<file path="src/rtl/data_sram_bridge.sv">
// Bridges the M-stage single-cycle data port onto a one-outstanding SRAM-like req/addr_ok/data_ok bus.
// Optional: define DATA_SRAM_BRIDGE_KSEG_EN to strip bits [31:29] from kseg0/kseg1 addresses.
module data_sram_bridge #(
    parameter int ADDR_W = 32,
    parameter int DATA_W = 32
) (
    input  logic              clk,
    input  logic              rst,
    input  logic              mem_enM,
    input  logic              memwriteM,
    input  logic [ADDR_W-1:0] aluoutM,
    input  logic [DATA_W-1:0] writedata2M,
    input  logic [3:0]        selM,
    input  logic              hold_i,
    input  logic              flush_i,
    output logic [DATA_W-1:0] readdataM,
    output logic              stallM,
    output logic              data_req,
    output logic              data_wr,
    output logic [1:0]        data_size,
    output logic [ADDR_W-1:0] data_addr,
    output logic [DATA_W-1:0] data_wdata,
    input  logic              data_addr_ok,
    input  logic              data_data_ok,
    input  logic [DATA_W-1:0] data_rdata
);

    typedef enum logic [1:0] {IDLE, ADDR, DATA, DONE} stateT;

    stateT state;
    logic  cancel;

    function automatic logic [1:0] sizeFromSel(input logic [3:0] sel);
        case (sel)
            4'b1111:                            return 2'd2;
            4'b0011, 4'b1100:                   return 2'd1;
            4'b0001, 4'b0010, 4'b0100, 4'b1000: return 2'd0;
            default:                            return 2'd2;
        endcase
    endfunction

    function automatic logic [ADDR_W-1:0] mapAddr(input logic [ADDR_W-1:0] addr);
`ifdef DATA_SRAM_BRIDGE_KSEG_EN
        logic [ADDR_W-1:0] mapped;
        mapped = addr;
        if (addr[ADDR_W-1 -: 2] == 2'b10)
            mapped[ADDR_W-1 -: 3] = 3'b000;
        return mapped;
`else
        return addr;
`endif
    endfunction

    // The stall covers the launching IDLE cycle plus every cycle the bus transaction is open.
    assign stallM = (mem_enM & ~flush_i & (state != DONE)) |
                    ((state != IDLE) & (state != DONE));

    always_ff @(posedge clk) begin
        if (!rst) begin
            state      <= IDLE;
            cancel     <= 1'b0;
            data_req   <= 1'b0;
            data_wr    <= 1'b0;
            data_size  <= 2'd0;
            data_addr  <= '0;
            data_wdata <= '0;
            readdataM  <= '0;
        end else begin
            case (state)
                IDLE: begin
                    if (mem_enM && !flush_i) begin
                        data_req   <= 1'b1;
                        data_wr    <= memwriteM;
                        data_size  <= sizeFromSel(selM);
                        data_addr  <= mapAddr(aluoutM);
                        data_wdata <= writedata2M;
                        state      <= ADDR;
                    end
                end
                ADDR: begin
                    if (flush_i)
                        cancel <= 1'b1;
                    if (data_addr_ok) begin
                        data_req <= 1'b0;
                        state    <= DATA;
                    end
                end
                DATA: begin
                    // A cancelled access still drains its data_ok but never reaches the core.
                    if (data_data_ok) begin
                        if (cancel || flush_i) begin
                            cancel <= 1'b0;
                            state  <= IDLE;
                        end else begin
                            if (!data_wr)
                                readdataM <= data_rdata;
                            state <= DONE;
                        end
                    end else if (flush_i) begin
                        cancel <= 1'b1;
                    end
                end
                DONE: begin
                    if (!hold_i)
                        state <= IDLE;
                end
                default: state <= IDLE;
            endcase
        end
    end

endmodule

</file>
<file path="config.mk">
export PLATFORM = sky130hd
export DESIGN_NAME = data_sram_bridge
export DESIGN_NICKNAME = d
export VERILOG_FILES = /design/src/rtl/data_sram_bridge.sv
export SDC_FILE = /design/constraint.sdc
export NUM_CORES = 1
export LEC_CHECK = 0
export CORE_ASPECT_RATIO = 0.8
export CORE_MARGIN = 3
export CORE_UTILIZATION = 50
export DETAILED_ROUTE_END_ITERATION = 8
export DONT_BUFFER_PORTS = 1
export SLEW_MARGIN = 20
export SYNTH_ARGS = -nofsm -noshare
export SYNTH_HDL_FRONTEND = slang
export SYNTH_SLANG_ARGS = --single-unit
export TNS_END_PERCENT = 10
</file>
<file path="constraint.sdc">
create_clock -name clk -period 1.85 [get_ports clk]
set_input_delay 0.4625 -clock clk [delete_from_list [all_inputs] [get_ports clk]]
set_output_delay 0.4625 -clock clk [all_outputs]
set_load 0.05 [all_outputs]
</file>
==> flow_metrics.py, run 1 <==
metrics = {
    "timing": {
        "skew_ns": 0.00720,
        "worst_slew_pin_slew_ns": 0.545,
        "fmax_mhz": 555,
        "rsz0062_at_grt": "yes",
        "timing.hold.ws_ns": 0.217,
        "hold_viol": 0,
        "finalMaxSlewViolations": 0,
        "setup_ws_ns": 0.0478,
        "fin_crit_ns": 1.80,
        "fin_crit_sh_pct": 97.4,
        "setup_viol_count_final": 0,
        "slew_headroom_pct": 63.6,
    },
    "pwr": {
        "seq_power_share_pct": 57.8,
        "p_per_area_nw_per_um2": 1370,
        "share_comb_of_total_power_pct": 17.7,
        "vdd_drop_max_mv": 0.615,
        "switching_share_pct": 37.4,
        "cell_internal_pwr_uw": 3480,
        "p_switching_uw": 2080,
        "p_total_uw": 5560,
        "clkPwrFrac_pct": 24.4,
        "p_leak_uw": 0.00139,
    },
    "global_routing": {
        "grt-ovfl-total": 0,
        "grt_pass1_vias": 2824,
        "grt_start_max_net_pins": 60,
        "grt.total_usage_pct": 20.4,
        "antenna_found_initial": 0,
        "grt_pass1_wl_um": 13800,
    },
    "die": {
        "die_w_um": 102,
        "rows": 27,
        "coreArea_um2": 7060,
        "initial_core_util_pct": 52.6,
        "die_area_um2": 8510,
        "io_pins": 209,
        "die_height_um": 83.1,
    },
    "routing": {
        "avgRoutedWirePerCell_um": 16.3,
        "initialDrtViolationCount": 91,
        "vias": 2955,
        "routed_wl_um": 9050,
        "ant_nets": 0,
        "drc": 0,
        "routed_via_density": 5.32,
        "firstDrtPassIters": 4,
    },
    "cells_and_area": {
        "layout_commonest_cell": "nand2_1",
        "area_growth_pct": 9.39,
        "drive_gt1_share_pct": 8.33,
        "layout.nets": 576,
        "fin_area_um2": 4070,
        "fin_util_pct": 57.6,
        "layout_common_cells": "200 x nand2_1, 102 x a21oi_1, 101 x dfxtp_1",
        "antenna_cells": 0,
        "nFillCells": 675,
    },
    "clock_network": {
        "clkTransAtPathRegs_ns": 0.09,
        "cts_buffers": 9,
        "clockBufferDepth": 2,
        "cts-root-buf": "clkbuf_8",
        "cts_tree": "yes",
        "clkSinkCount": 103,
        "htreeDepth": 3,
        "clock_latency_ns": 0.35,
    },
    "place": {
        "dp_hpwl_um": 6510,
        "gp_congestion": 0.815,
        "place_ws_ns": -0.00221,
        "placed_cell_area_um2": 3810,
        "portBuffers": 0,
    },
    "yosys": {
        "syn_area_um2": 3720,
        "synth_cell_types": 25,
        "synth.avg_cell_area_um2": 7.91,
        "syn_inst": 470,
        "ys_warn_count": 0,
        "synth_fp_nets": 583,
        "ys_ff_latch": 103,
        "yosysSeqAreaShare_pct": 55.5,
    },
    "critical_path": {
        "cp.arrival_ns": 1.34,
        "worstPathRequired_ns": 1.39,
        "crit_fanout": 4,
        "criticalPathCategory": "reg -> out",
        "endpoint_kind": "output port",
        "critPathLaunchType": "register",
    },
    "status": {
        "run_status": "complete, no violations",
    },
    "job": {
        "maxCapViolCount": 0,
    },
    "min_path": {
        "worstHoldPathType": "in -> reg",
    },
}
[sequential cells by signal, indices dropped and copies added (netlist names)]
signal / count
data_size: 2
data_wdata: 32
data_wr: 1
cancel: 1
state: 2
readdataM: 32
data_addr: 32
data_req: 1
[final timing paths]
check / start / to / slack [ns] / depth (start not counted)
worst max-delay path: state[0] / stallM / 0.05 / 4
worst min-delay path: rst / cancel / 0.22 / 2
worst max register to register: state[0] / readdataM[7] / 0.12 / 7
worst min register to register: cancel / cancel / 0.52 / 2
[power by group through the flow]
| stage | sequential (µW) | clock (µW) | combinational (µW) |
|---|---|---|---|
| after global placement | 3270 | 0 | 844 |
| after global routing | 3250 | 1520 | 1100 |
| after CTS | 3220 | 1400 | 991 |
| final | 3220 | 1360 | 986 |
| after floorplan | 3230 | 0 | 660 |
| after detailed placement | 3280 | 0 | 876 |
[per-stage QoR]
| step | cells | setup TNS [ns] |
|---|---|---|
| floorplan | 470 | 0 |
| global placement | 535 | 0 |
| detailed placement | 535 | -0.00236 |
| CTS | 555 | 0 |
| global route | 555 | -0.0185 |
| finish | 555 | 0 |
[routing by layer]
layer / GRT usage, % / wire (µm)
met5: 0 / 0
met1: 21.3 / 3300
met4: 6.20 / 151
met3: 12.8 / 1260
met2: 33.7 / 4340
[critical path, cell delays in order, from the launching register on]
cell,delay (ns)
dfxtp_2,0.34
inv_2,0.11
ha_4,0.21
o21bai_4,0.17
buf_6,0.16
[synthesized netlist by cell type, drive strengths merged]
cell     instances  share of area (%)
nand2          201                 20
dfxtp          103                 55
a21oi          102                 14
buf             16                2.7
clkbuf          16                1.6
ha               5                1.7
inv              5               0.50
nor2             4               0.47
nand2b           3               0.50
a211oi           2               0.40
o21ai            2               0.27
a311oi           1               0.24
a31oi            1               0.17
and3             1               0.17
nand3            1               0.13
nor2b            1               0.17
nor4             1               0.34
o2111ai          1               0.24
o21bai           1               0.20
o32ai            1               0.24
or4              1               0.20
xnor2            1               0.24
[final cells by class]
cell class / count / area, µm² / area share (%)
sequential: 103 / 2060 / 50.8
multi-input combinational: 330 / 1520 / 37.4
clock buffer: 13 / 149 / 3.66
tap: 87 / 109 / 2.68
inverter: 5 / 18.8 / 0.462
clock inverter: 3 / 42.5 / 1.05
timing repair buffer: 14 / 163 / 4.00
[what timing repair did]
action	in CTS	in global routing
gates cloned	0	0
pin swaps	1	0
gates resized for setup	8	2
endpoints found under the setup margin	7	33
buffers inserted	4	0
hold buffers	0	0
[kinds of logic (layout without fill, tap and decap cells)]
kind of cell,count (synthesis),in the layout,synth area share [%]
compound gates,111,111,15.5
buf+inv,37,35,4.85
flops,103,103,55.5
fa+ha+maj,5,5,1.68
simple gates,213,213,22.3
xor+xnor,1,1,0.236
Power figures use the tool's default switching activity.
==> run 2: changes to the inputs <==
- MAX_ROUTING_LAYER: default -> met4
==> flow_metrics.py, run 2 (same netlist as run 1, synthesis figures left out) <==
metrics = {
    "status": {
        "run_status": "complete, no violations",
    },
    "place": {
        "dp_hpwl_um": 6510,
        "place_ws_ns": -0.00221,
        "portBuffers": 0,
        "gp_congestion": 0.827,
    },
    "min_path": {
        "hp-start": "rst",
        "min_to": "cancel",
        "worstHoldPathType": "in -> reg",
        "hold_depth": 2,
    },
    "timing": {
        "rsz0062_at_grt": "yes",
        "skew_ns": 0.00698,
        "hold_viol": 0,
        "finalMaxSlewViolations": 0,
        "worst_slew_pin_slew_ns": 0.545,
        "setup_viol_count_final": 0,
        "slew_headroom_pct": 63.6,
        "fin_crit_sh_pct": 97.6,
        "fmax_mhz": 554,
        "tns_ns": 0,
        "setup_ws_ns": 0.0445,
        "fin_crit_ns": 1.81,
    },
    "global_routing": {
        "grt_start_max_net_pins": 60,
        "grt-ovfl-total": 0,
        "grt.total_usage_pct": 21.0,
        "busiest_layer": "met2",
        "grt_pass1_vias": 2826,
        "grt_pass1_wl_um": 13800,
        "grt_util_met1_pct": 22.8,
        "grtUsageMet3_pct": 10.7,
        "met2_usage_pct": 33.6,
        "antenna_found_initial": 0,
    },
    "critical_path": {
        "criticalPathCategory": "reg -> out",
        "critPathLaunchType": "register",
        "r2r_end": "readdataM[7]",
        "endpoint_kind": "output port",
        "r2r-start": "state[0]",
        "r2r_slack_ns": 0.11,
        "cp.arrival_ns": 1.34,
        "worstPathRequired_ns": 1.39,
        "worstRegToRegCells": 7,
        "critPathLaunch": "state[0]",
        "crit_fanout": 4,
    },
    "pwr": {
        "p_per_area_nw_per_um2": 1370,
        "p_leak_uw": 0.00139,
        "vdd_drop_max_mv": 0.615,
        "p_total_uw": 5570,
    },
    "clock_network": {
        "clkSinkCount": 103,
        "clock_latency_ns": 0.35,
        "clkTransAtPathRegs_ns": 0.09,
        "cts_tree": "yes",
        "clockBufferDepth": 2,
        "htreeDepth": 3,
        "cts_buffers": 9,
        "cts-root-buf": "clkbuf_8",
    },
    "cells_and_area": {
        "seq_area_um2": 2060,
        "reg_top3": "data_addr (32), data_wdata (32), readdataM (32)",
        "antenna_cells": 0,
        "drive_gt1_share_pct": 8.33,
        "layout_commonest_cell": "nand2_1",
        "nFillCells": 675,
        "area_growth_pct": 9.39,
        "multi_input_area_um2": 1520,
        "layout_common_cells": "200 x nand2_1, 102 x a21oi_1, 101 x dfxtp_1",
        "layout.nets": 576,
    },
    "routing": {
        "firstDrtPassIters": 4,
        "routed_via_density": 5.32,
        "vias": 2953,
        "ant_nets": 0,
        "routed_wl_um": 9100,
        "drc": 0,
        "initialDrtViolationCount": 100,
        "avgRoutedWirePerCell_um": 16.4,
    },
    "die": {
        "die_height_um": 83.1,
        "rows": 27,
        "die_area_um2": 8510,
        "initial_core_util_pct": 52.6,
        "die_w_um": 102,
        "io_pins": 209,
        "coreArea_um2": 7060,
    },
    "job": {
        "maxCapViolCount": 0,
    },
}
-- run 2: cell counts in the layout (fill, tap and decap cells not counted) --
Identical to the previous run, type by type.
-- run 2: how the worst max path moves through the flow --
stage / end / slack (ns)
global route: stallM / -0.02
floorplan: stallM / 0.009
global placement: readdataM[24] / 0.10
detailed placement: readdataM[7] / -0.002
CTS: stallM / 0.05
finish: stallM / 0.04
-- run 2: routing by layer --
layer	up-vias	wire length (µm)
li1	1499	-
met1	1306	3530
met2	129	4320
met3	19	1090
met4	0	159
met5	-	0
-- run 2: layout make-up --
class	count	share of cell area, %
flip-flops and latches	103	50.8
well taps	87	2.68
multi-input cells	330	37.4
inverters	5	0.462
repair buffers	14	4.00
clock buffers	13	3.66
clock inverters	3	1.05
-- run 2: per-stage QoR --
step	utilization [%]	area, µm²	cells	hold slack, ns
2_1_floorplan	-	3720	470	0.453
3_3_place_gp	53.9	3810	535	0.500
3_5_place_dp	53.9	3810	535	0.510
4_1_cts	57.5	4060	555	0.196
5_1_grt	57.6	4070	555	0.183
6_report	57.6	4070	555	0.213
-- run 2: report_power, final --
group | internal, µW | switching [µW] | total [µW]
clock | 663 | 703 | 1370
sequential | 2430 | 787 | 3220
combinational | 390 | 600 | 990
-- run 2: timing repair --
| action | 4_1_cts | 5_1_grt |
|---|---|---|
| pin swaps | 1 | 0 |
| resized for setup | 8 | 2 |
| buffers inserted | 4 | 0 |
| hold buffers | 0 | 0 |
| endpoints found under the setup margin | 7 | 33 |
-- run 2: critical path, cell delays in order, from the launching register on --
cell	delay (ns)
dfxtp_2	0.34
inv_2	0.11
ha_4	0.21
o21bai_4	0.17
buf_6	0.16
